--- src/rtl/irq_controller.sv ---
// ---------------------------------------------------------------------------
// irq_controller
//   Memory-mapped interrupt controller. It latches peripheral interrupt lines
//   into pending bits, masks them with per-source enables and drives a single
//   registered CPU interrupt request. A claim/complete register pair hands out
//   the highest-priority (lowest index) active source and tracks which sources
//   are currently being serviced.
//
// Ports
//   clk      in   1            system clock, rising edge
//   rst      in   1            asynchronous active-low reset
//   address  in   32           register byte address, only [4:0] decoded
//   wr_en    in   1            single-cycle register write strobe
//   rd_en    in   1            single-cycle register read strobe
//   wr_data  in   32           write data
//   rd_data  out  32           combinational read data, 0 when rd_en=0
//   irq_src  in   NUM_SOURCES  peripheral interrupt lines (bit 0 = Timer)
//   irq_out  out  1            registered interrupt request to the CPU
//
// Register map (NUM_SOURCES wide, upper bits read 0)
//   0x00 ENABLE RW | 0x04 TRIGGER RW (1=edge) | 0x08 PENDING R/W1C
//   0x0C CLAIM R (read claims) | 0x10 COMPLETE W | 0x14 INSERV R
// ---------------------------------------------------------------------------
module irq_controller #(
  parameter int NUM_SOURCES = 8
) (
  input  logic                   clk,
  input  logic                   rst,
  input  logic [31:0]            address,
  input  logic                   wr_en,
  input  logic                   rd_en,
  input  logic [31:0]            wr_data,
  output logic [31:0]            rd_data,
  input  logic [NUM_SOURCES-1:0] irq_src,
  output logic                   irq_out
);

  localparam int N    = NUM_SOURCES;
  localparam int ID_W = 5;  // claim ids 0..31

  localparam logic [4:0] ADDR_ENABLE   = 5'h00;
  localparam logic [4:0] ADDR_TRIGGER  = 5'h04;
  localparam logic [4:0] ADDR_PENDING  = 5'h08;
  localparam logic [4:0] ADDR_CLAIM    = 5'h0C;
  localparam logic [4:0] ADDR_COMPLETE = 5'h10;
  localparam logic [4:0] ADDR_INSERV   = 5'h14;

  logic [N-1:0]    r_enable;
  logic [N-1:0]    r_trigger;
  logic [N-1:0]    r_pending;
  logic [N-1:0]    r_inserv;
  logic [N-1:0]    r_src_q;
  logic            r_irq_out;

  logic [4:0]      w_sel;
  logic [N-1:0]    w_active;
  logic [ID_W-1:0] w_best_id;
  logic            w_claim;
  logic            w_complete_hit;
  logic            w_w1c;
  logic [N-1:0]    w_pend_set;
  logic [N-1:0]    w_claim_mask;
  logic [N-1:0]    w_complete_mask;
  logic [N-1:0]    w_pending_next;
  logic [N-1:0]    w_inserv_next;
  logic            w_unused_addr;

  assign w_sel         = address[4:0];
  assign w_unused_addr = ^address[31:5];

  assign w_active = r_pending & r_enable & ~r_inserv;

  // Lowest set index wins: scan downwards so the last hit is the smallest.
  always_comb begin
    w_best_id = '0;
    for (int i = N - 1; i >= 0; i--) begin
      if (w_active[i]) w_best_id = ID_W'(i + 1);
    end
  end

  // A claim only has side effects when there is something to claim.
  assign w_claim        = rd_en && (w_sel == ADDR_CLAIM) && (w_best_id != '0);
  assign w_w1c          = wr_en && (w_sel == ADDR_PENDING);
  assign w_complete_hit = wr_en && (w_sel == ADDR_COMPLETE);

  generate
    for (genvar gi = 0; gi < N; gi++) begin : g_src
      // Edge mode looks for a fresh rising edge; level mode re-pends while the
      // line is high, but not while that source is being serviced.
      assign w_pend_set[gi] = r_trigger[gi] ? (irq_src[gi] & ~r_src_q[gi])
                                            : (irq_src[gi] & ~r_inserv[gi]);

      assign w_claim_mask[gi]    = w_claim && (w_best_id == ID_W'(gi + 1));
      // Full 32-bit compare so out-of-range ids (0, >N) match no source.
      assign w_complete_mask[gi] = w_complete_hit && (wr_data == 32'(gi + 1));

      // Clears first, then set: a new event in the same cycle is never lost.
      assign w_pending_next[gi] = (r_pending[gi]
                                   & ~(w_w1c & wr_data[gi])
                                   & ~w_claim_mask[gi])
                                  | w_pend_set[gi];

      assign w_inserv_next[gi] = (r_inserv[gi] & ~w_complete_mask[gi])
                                 | w_claim_mask[gi];
    end
  endgenerate

  always_ff @(posedge clk or negedge rst) begin
    if (!rst) begin
      r_enable  <= '0;
      r_trigger <= '0;
      r_pending <= '0;
      r_inserv  <= '0;
      r_src_q   <= '0;
      r_irq_out <= 1'b0;
    end else begin
      if (wr_en && (w_sel == ADDR_ENABLE))  r_enable  <= wr_data[N-1:0];
      if (wr_en && (w_sel == ADDR_TRIGGER)) r_trigger <= wr_data[N-1:0];
      r_pending <= w_pending_next;
      r_inserv  <= w_inserv_next;
      r_src_q   <= irq_src;
      r_irq_out <= |w_active;
    end
  end

  assign irq_out = r_irq_out;

  always_comb begin
    rd_data = '0;
    if (rd_en) begin
      case (w_sel)
        ADDR_ENABLE:  rd_data = 32'(r_enable);
        ADDR_TRIGGER: rd_data = 32'(r_trigger);
        ADDR_PENDING: rd_data = 32'(r_pending);
        ADDR_CLAIM:   rd_data = 32'(w_best_id);
        ADDR_INSERV:  rd_data = 32'(r_inserv);
        default:      rd_data = '0;
      endcase
    end
  end

endmodule

--- config.mk ---
export PLATFORM = sky130hd
export DESIGN_NAME = irq_controller
export DESIGN_NICKNAME = d
export VERILOG_FILES = /design/src/rtl/irq_controller.sv
export SDC_FILE = /design/constraint.sdc
export NUM_CORES = 1
export LEC_CHECK = 0
export CAP_MARGIN = 15
export CORE_UTILIZATION = 41
export DETAILED_ROUTE_END_ITERATION = 16
export PLACE_DENSITY = 0.8
export SYNTH_ARGS = -nofsm -noshare
export SYNTH_HDL_FRONTEND = slang
export SYNTH_SLANG_ARGS = --single-unit
export TNS_END_PERCENT = 20
--- constraint.sdc ---
create_clock -name clk -period 4.7 [get_ports clk]
set_clock_uncertainty 0.2 [all_clocks]
set_input_delay 1.41 -clock clk [delete_from_list [all_inputs] [get_ports clk]]
set_output_delay 1.41 -clock clk [all_outputs]
set_load 0.005 [all_outputs]
==> reports/results.ini, run 1 <==
[setup_path]
crit_chain = dlygate4sd2_1, or4b_4, nor3_4, buf_6, nand3_1, a31oi_1, buf_2
worstPathRequired_ns = 3.09
r2r_start = r_pending[0]
setup.worst_path.class = in -> out
r2r-end = r_pending[7]
path_delay_family = simple AND/OR/NAND/NOR gates
crit_buf_inv = 3
path_depth = 7
path_max_fanout = 3
critPathSlowestCell = or4b_4
arrival_ns = 3.01
rr_worst_depth = 7
endpoint_kind = primary output
cp-start-kind = primary input
cpPeakStageDelay_ns = 0.59
r2r_setup_slack_ns = 2.42

[cts]
clk_pin_slew_ns = 0.08
clock_latency_ns = 0.29
numClockSinks = 41
h-tree-depth = 2
cts_tree = done
cts_root_buf = clkbuf_8
cts_buffers = 5
clock_path_buffers = 2
hold_buffers = 0

[synthesis]
yosysWarnings = 0
post_synth.cell_area_avg_um2 = 9.39
synth_edf_count = 0
yosysSeqAreaShare = 0.446
ys_ff_latch = 41
yosysUniqueCellTypes = 42
async_flop_share = 1.00
ys.flop_type = dfrtp_1
syn_area_um2 = 2300
synthCells = 245

[place]
globalplace.congestion = 0.928
port_buffers = 57
place_area_um2 = 2950
dp_hpwl_um = 4750

[power]
p_seq_frac = 0.483
p_switching_w = 0.000253
vdd_drop_max_v = 0.000185
switching_share = 0.279
clkPwrFrac = 0.298
intPower_w = 0.000656
p_comb_frac = 0.219
power_w = 0.000910
powerDensity_nw_per_um2 = 298
p_leak_nw = 1.32

[run]
drv_cap = 0

[final_layout]
diodes = 0
nets = 397
area_growth_pct = 32.8
final_area_um2 = 3060
nFillCells = 456
layout-drive-gt1-share = 0.125
final_util = 0.580

[global_routing]
grt_pass1_wl_um = 10500
grt_pass1_vias = 2113
grt-ovfl-total = 0
grt_max_degree = 42
gr-usage-all-layers = 0.228
antenna_found_initial = 0

[sta]
finalSetupViolations = 0
drv_slew = 0
finalCriticalPeriod_ns = 4.62
relSlewSlack = 0.407
final_hold_viol_count = 0
hold_ws_ns = 0.316
final.period_utilization = 0.984
worst_pin_slew_ns = 0.889
fmax_ghz = 0.216
rsz0062_at_grt = no
finalSetupTns_ns = 0

[route]
drcViolationCount = 0
routed_wl_um = 6410
post_drt_wl_per_cell_um = 16.4
via_count = 2189
antenna_left = 0
wl_met2_um = 3050
m1WireLength_um = 2590
drtPass1Iterations = 6
met3_length_um = 550
highest_layer = met4
drt_iter0_markers = 212
vias_per_cell = 5.60

[die]
fp-row-count = 26
die_w_um = 76.9
start_util = 0.437
boundaryPins = 109
die-area_um2 = 5920
core_region_area_um2 = 5270
die_h_um = 76.9

[min_path]
hold_start = r_enable[4]
worstHoldEndpoint = r_enable[4]
min_delay_path_depth = 2
hold_path.class = reg -> reg

[status]
status = completed

==> power groups by stage <==
stage               clock [W]  sequential [W]  combinational [W]
finish               0.000272        0.000440           0.000199
global route         0.000291        0.000445           0.000221
CTS                  0.000275        0.000438           0.000196
detailed placement          0        0.000444           0.000196
global placement            0        0.000442           0.000190
floorplan                   0        0.000434           0.000124
==> stage by stage <==
stage | setup WS, ns | instances
2_1_floorplan | 0.363 | 268
3_3_place_gp | -0.495 | 382
3_5_place_dp | -0.490 | 382
4_1_cts | 0.107 | 391
5_1_grt | 0.0150 | 391
6_report | 0.0770 | 391
==> flip-flops by register name, summed over array words and instances (netlist names) <==
register	count
r_trigger	8
r_enable	8
r_src_q	8
r_pending	8
r_inserv	8
irq_out	1
==> worst max path at each step <==
stage,endpoint,start,slack (ns)
5_1_grt,rd_data[2],address[1],0.02
3_5_place_dp,rd_data[2],address[1],-0.49
3_3_place_gp,rd_data[1],address[1],-0.49
4_1_cts,rd_data[3],address[0],0.11
6_report,rd_data[2],address[0],0.08
2_1_floorplan,rd_data[0],address[4],0.36
==> cell usage after synthesis, types with 2 or more instances <==
cell type  number  area share
dfrtp_1        41        0.45
nand2_1        35       0.057
o21ai_0        28       0.061
buf_4          24       0.078
nor2_1         10       0.016
inv_1           9       0.015
mux2i_1         8       0.035
nand3_1         8       0.017
nor4_1          7       0.019
a222oi_1        6       0.026
nand3b_1        6       0.020
nand4_1         6       0.016
nor3_1          6       0.013
a21o_1          5       0.016
a21oi_1         4      0.0087
a22oi_1         4       0.013
a31oi_1         4       0.011
mux2_2          4       0.020
clkbuf_1        3      0.0049
a32o_1          2      0.0087
and3b_1         2      0.0076
nor2b_1         2      0.0054
nor4b_1         2      0.0076
==> layout make-up <==
class | count | area [um2] | share of cell area
inverter | 9 | 33.8 | 0.0111
multi-input combinational | 190 | 1130 | 0.370
sequential | 41 | 1030 | 0.336
clock inverter | 2 | 35.0 | 0.0115
timing repair buffer | 74 | 673 | 0.220
clock buffer | 5 | 68.8 | 0.0225
tap | 70 | 87.6 | 0.0287
==> layer usage <==
metal  track usage  vias to the layer above
met3        0.0393                       24
met4         0.110                        0
li1              -                     1004
met1         0.303                     1021
met5             0                        -
met2         0.360                      140
==> cell usage in the layout, fill, tap and decap left out, drive strengths merged, types with 2 or more instances in the layout <==
cell	netlist	final
nand2	35	35
nor4	8	8
inv	9	9
nor2	10	10
nand3b	6	6
a32o	2	2
nand4	6	6
clkbuf	3	5
buf	25	21
mux2i	8	8
a21o	5	5
dfrtp	41	41
and2	2	2
nor2b	2	2
a21oi	4	4
o21ai	28	28
a31oi	4	4
mux2	4	4
dlygate4sd2	0	10
and3b	2	2
a222oi	6	6
nor4b	3	3
nor3	7	7
conb	1	24
nand3	9	9
clkdlybuf4s50	0	43
a22oi	4	4
==> worst register-to-register path, delay by kind of cell, from the launching register on <==
kind            cells  cell delay, ns
simple gates        4            1.07
flops               1            0.40
compound gates      1            0.26
buf+inv             2            0.23
==> cell families after synthesis <==
group	after synthesis	share of synthesized area
flip-flops	41	0.446
multiplexers	12	0.0544
other	1	0.00163
buffers and inverters	37	0.103
AND/OR/NAND/NOR	97	0.234
AO/OA/AOI/OAI	57	0.161
==> repair_timing <==
item / CTS / global route
endpoints found under the hold margin: 0 / 0
resized for setup: 26 / 0
buffers inserted: 2 / 0
endpoints found under the setup margin: 8 / 0
Note: power is estimated with default switching activity, not from simulation.
==> run 2, diff against run 1 <==
--- a/config.mk
+++ b/config.mk
@@ -9,6 +9,7 @@
 export CORE_UTILIZATION = 41
 export DETAILED_ROUTE_END_ITERATION = 16
 export PLACE_DENSITY = 0.8
+export SKIP_LAST_GASP = 1
 export SYNTH_ARGS = -nofsm -noshare
 export SYNTH_HDL_FRONTEND = slang
 export SYNTH_SLANG_ARGS = --single-unit
==> run 2 against run 1 <==
Net effect:
- hold slack improved by 0.0054 ns
- critical path depth unchanged
- cell area up 0.12%
- routed wire length about the same
- utilization grew 0.071 points
- sequential share of layout area hardly changed
- die area unchanged
- clock-buffer cell count stayed put
==> reports/results.ini, run 2 (synthesized netlist as in run 1, its figures left out) <==
[status]
status = completed

[cts]
clock_path_buffers = 2  ; unchanged
clk_pin_slew_ns = 0.07  ; about the same
cts_tree = done
numClockSinks = 41  ; unchanged
hold_buffers = 0  ; unchanged
cts_buffers = 5  ; unchanged
clock_latency_ns = 0.29  ; about the same
h-tree-depth = 2  ; unchanged
cts_root_buf = clkbuf_8

[setup_path]
rr_worst_depth = 7  ; unchanged
r2r_start = r_pending[0]
cp-start-kind = primary input
r2r_setup_slack_ns = 2.41  ; about the same
path_max_fanout = 3  ; unchanged
setup.worst_path.class = in -> out
endpoint_kind = primary output
arrival_ns = 3.01  ; about the same
r2r-end = r_pending[7]
worstPathRequired_ns = 3.09  ; about the same

[global_routing]
grt_pass1_wl_um = 10500  ; unchanged
antenna_found_initial = 0  ; unchanged
grt_pass1_vias = 2113  ; unchanged
grt_max_degree = 42  ; unchanged
grt-ovfl-total = 0  ; unchanged
gr-usage-all-layers = 0.228  ; unchanged

[route]
post_drt_wl_per_cell_um = 16.4  ; about the same
drcViolationCount = 0  ; unchanged
routed_wl_um = 6410  ; about the same
drt_iter0_markers = 212  ; unchanged
antenna_left = 0  ; unchanged
via_count = 2186  ; -0.14%
drtPass1Iterations = 6  ; unchanged
vias_per_cell = 5.59  ; -0.14%

[die]
die_w_um = 76.9  ; unchanged
start_util = 0.437  ; unchanged
core_region_area_um2 = 5270  ; unchanged
boundaryPins = 109  ; unchanged
fp-row-count = 26  ; unchanged
die_h_um = 76.9  ; unchanged
die-area_um2 = 5920  ; unchanged

[sta]
worst_pin_slew_ns = 0.906  ; +0.0169 ns
setup_slack_ns = 0.0761  ; -0.000835 ns
drv_slew = 0  ; unchanged
final.period_utilization = 0.984  ; about the same
relSlewSlack = 0.396  ; -0.0112
rsz0062_at_grt = no
fmax_ghz = 0.216  ; about the same
finalCriticalPeriod_ns = 4.62  ; +0.000834 ns
finalSetupViolations = 0  ; unchanged
final_hold_viol_count = 0  ; unchanged

[power]
p_leak_nw = 1.33  ; +0.59%
vdd_drop_max_v = 0.000185  ; about the same
power_w = 0.000909  ; about the same
powerDensity_nw_per_um2 = 297  ; -0.18%

[final_layout]
diodes = 0  ; unchanged
final_cell_mix = clkdlybuf4s50_1, dfrtp_1, nand2_1
nets = 397  ; unchanged
layout_commonest_cell = clkdlybuf4s50_1
layout-drive-gt1-share = 0.125  ; unchanged
final_area_um2 = 3060  ; +0.12%
area_growth_pct = 33.0
fin_cells = 391  ; unchanged

[run]
drv_cap = 0  ; unchanged

[place]
port_buffers = 57  ; unchanged
dp_cells = 382  ; unchanged
globalplace.congestion = 0.928  ; unchanged
dp_hpwl_um = 4750  ; unchanged
dp_slack_ns = -0.490  ; unchanged
place_area_um2 = 2950  ; unchanged

[min_path]
min_delay_path_depth = 2  ; unchanged
hold_path.class = reg -> reg
worstHoldEndpoint = r_enable[1]
hold_start = r_enable[1]

-- run 2: cell types whose count changed in the layout (fill, tap and decap cells not counted) --
cell            delta
dlymetal6s2s_1     +1
dlygate4sd2_1      -1
-- run 2: what timing repair did --
item | CTS | global route
pin swaps | 4 | 0
buffers inserted | 2 | 0
endpoints found under the setup margin | 8 | 8
gates resized for setup | 25 | 1
-- run 2: layer usage --
layer	track usage	vias up	share of wire
li1	-	1003	-
met5	0	-	0
met4	0.110	0	0.037
met1	0.303	1013	0.40
met2	0.360	145	0.47
met3	0.0393	25	0.091
-- run 2: layout make-up --
cell class | instances | area, um2
clock buffer | 5 | 68.8
clock inverter | 2 | 35.0
fill | 454 | 2210
inverter | 9 | 33.8
multi-input combinational | 190 | 1130
sequential | 41 | 1030
tap | 70 | 87.6
timing repair buffer | 74 | 677
-- run 2: critical path, stage by stage --
cell	delay, ns
dlygate4sd2_1	0.24
or4b_4	0.59
nor3_4	0.19
buf_6	0.13
nand3_1	0.09
a31oi_1	0.22
buf_2	0.15
-- run 2: worst max path at each step --
stage                     depth (start not counted)        from         end
after detailed placement                          7  address[1]  rd_data[2]
final                                             7  address[0]  rd_data[2]
after CTS                                         7  address[2]  rd_data[4]
after floorplan                                   6  address[4]  rd_data[0]
after global routing                              7  address[1]  rd_data[2]
after global placement                            6  address[1]  rd_data[1]
-- run 2: report_power, final --
group / total, W / switching (W) / internal [W]
Sequential: 0.000440 / 0.0000406 / 0.000399
Combinational: 0.000199 / 0.0000959 / 0.000103
Clock: 0.000271 / 0.000116 / 0.000154
Total: 0.000909 / 0.000253 / 0.000657
-- run 2: per-stage QoR --
step / hold slack (ns) / TNS (ns) / utilization
final: 0.321 / 0 / 0.581
after global placement: 0.288 / -3.35 / 0.560
after detailed placement: 0.302 / -3.41 / 0.560
after CTS: 0.319 / -0.0781 / 0.580
after floorplan: 0.272 / 0 / -
after global routing: 0.357 / 0 / 0.581
==> run 3, diff against run 2 <==
--- a/config.mk
+++ b/config.mk
@@ -7,6 +7,7 @@
 export LEC_CHECK = 0
 export CAP_MARGIN = 15
 export CORE_UTILIZATION = 41
+export CTS_CLUSTER_DIAMETER = 60
 export DETAILED_ROUTE_END_ITERATION = 16
 export PLACE_DENSITY = 0.8
 export SKIP_LAST_GASP = 1
==> results of run 3 <==
Same layout as run 2: the final DEF is identical, and so are final timing and power.
==> patch (config.mk and constraints of run 1) <==
Register the output `rd_data`, cleared by the reset; this adds one clock of latency there. The other outputs are not delayed to match. Comments in the files are not updated.
--- a/src/rtl/irq_controller.sv
+++ b/src/rtl/irq_controller.sv
@@ -44,6 +44,8 @@
   localparam logic [4:0] ADDR_CLAIM    = 5'h0C;
   localparam logic [4:0] ADDR_COMPLETE = 5'h10;
   localparam logic [4:0] ADDR_INSERV   = 5'h14;
+
+  logic [31:0] rd_data_d;
 
   logic [N-1:0]    r_enable;
   logic [N-1:0]    r_trigger;
@@ -126,16 +128,24 @@
   assign irq_out = r_irq_out;
 
   always_comb begin
-    rd_data = '0;
+    rd_data_d = '0;
     if (rd_en) begin
       case (w_sel)
-        ADDR_ENABLE:  rd_data = 32'(r_enable);
-        ADDR_TRIGGER: rd_data = 32'(r_trigger);
-        ADDR_PENDING: rd_data = 32'(r_pending);
-        ADDR_CLAIM:   rd_data = 32'(w_best_id);
-        ADDR_INSERV:  rd_data = 32'(r_inserv);
-        default:      rd_data = '0;
+        ADDR_ENABLE:  rd_data_d = 32'(r_enable);
+        ADDR_TRIGGER: rd_data_d = 32'(r_trigger);
+        ADDR_PENDING: rd_data_d = 32'(r_pending);
+        ADDR_CLAIM:   rd_data_d = 32'(w_best_id);
+        ADDR_INSERV:  rd_data_d = 32'(r_inserv);
+        default:      rd_data_d = '0;
       endcase
+    end
+  end
+
+  always_ff @(posedge clk or negedge rst) begin
+    if (!rst) begin
+      rd_data <= '0;
+    end else begin
+      rd_data <= rd_data_d;
     end
   end
 
Function: changed (Yosys sat finds a counterexample within 4 cycles, from zero or initial values and one cycle with rst low).
==> patch against run 1 <==
Count of clock-buffer cells in the layout grew 1; critical path depth down 1; worst hold slack improved by 0.024 ns; cell area rose by 7.1%; global-route usage fell by 2.8 points; synthesized cell count shrank 3.7%; total power up 13%; setup slack better by 1.2 ns; sequential cell count up 8; die area is 12% higher; clock power is 17% higher; area after synthesis grew 12%; wire length down 2.7%.
==> patch: results <==
{
  "drt-vias-per-instance": 5.61,
  "layout-drive-gt1-share": 0.131,
  "yosysTopAreaCellShare": 0.476,
  "timing.rr.start": "r_inserv[6]",
  "dp_slack_ns": 0.952,
  "p_leak_nw": 1.35,
  "synth_compound_area_frac": 0.119,
  "r2r-end": "r_pending[6]",
  "antenna_cells": 0,
  "crit_slowest_cell": "clkdlybuf4s50_1",
  "fin_nets": 373,
  "peakVddDrop_v": 0.000125,
  "synthTopCellsByCount": "dfrtp_1 (49), nand2_1 (29), buf_4 (24)",
  "synth_area_leaders": "dfrtp_1 (48%), buf_4 (7.0%), mux2_2 (7.0%), nand2_1 (4.2%), mux2i_1 (3.1%)",
  "grt_pass1_vias": 2031,
  "holdWs_ns": 0.340,
  "syn-instance-count": 236,
  "status": "finished clean",
  "placed_cell_area_mm2": 0.00313,
  "post_cts_resized": 0,
  "track_usage": 0.200,
  "synth_seq_area_share": 0.476,
  "wire_per_inst_um": 16.7,
  "postRouteWirelength_um": 6240,
  "cpPeakStageDelay_ns": 0.65,
  "drt_iter0_markers": 140,
  "ff2ff_path_depth": 5,
  "dp.cells": 364,
  "synth_cell_type_count": 45,
  "cp.arrival_ns": 3.43,
  "grt_pass1_wl_um": 9790,
  "place_hpwl_um": 4610,
  "gp_congestion": 0.832,
  "whs_endpoint": "r_enable[6]"
}
-- patch: cell types whose count changed after synthesis, sizes merged, moves of 4 or more --
cell,change
dfrtp,+8
inv,-8
mux2,+12
nand2,-4
nand2b,+4
nor2,-4
nor3,-5
o21ai,-22
-- patch: layer usage --
metal	vias to the layer above	GRT usage	part of all wire
li1	960	-	-
met1	1016	0.255	0.41
met2	103	0.329	0.49
met3	12	0.0449	0.084
met4	0	0.0786	0.015
met5	-	0	0
-- patch: worst max path at each step --
stage | start | to | slack, ns | cells past startpoint
final | address[2] | r_inserv[6] | 1.27 | 6
after floorplan | address[4] | r_pending[3] | 1.79 | 6
after global placement | address[2] | r_inserv[6] | 0.98 | 6
after global routing | address[2] | rd_data[3] | 1.12 | 5
after detailed placement | address[2] | r_inserv[6] | 0.95 | 6
after CTS | address[2] | r_inserv[6] | 1.27 | 6
-- patch: power breakdown --
part           switching, mW  total [mW]  internal [mW]
combinational         0.0948       0.204          0.109
sequential            0.0375       0.504          0.467
clock                  0.144       0.317          0.173
total                  0.276        1.03          0.749
-- patch: layout make-up --
class / instances / area [um2]
clock buffers: 6 / 82.6
well taps: 75 / 93.8
fillers: 546 / 2720
inverters: 1 / 3.75
multi-input cells: 180 / 1230
flip-flops and latches: 49 / 1230
repair buffers: 60 / 601
clock inverters: 2 / 37.5
-- patch: cells by family (layout without fill, tap and decap cells) --
kind of cell | count (synthesis) | count (layout)
other | 1 | 24
buffers and inverters | 30 | 69
and+or+nand+nor | 91 | 91
DFF | 49 | 49
muxes | 24 | 24
AOI/OAI and AO/OA | 41 | 41
-- patch: worst register-to-register path: stages, from the launching register on --
cell and delay, ns:
dfrtp_1 0.42, and3b_1 0.30, nor2b_1 0.17, o211ai_1 0.20, nor4_1 0.50, o21ai_0 0.16
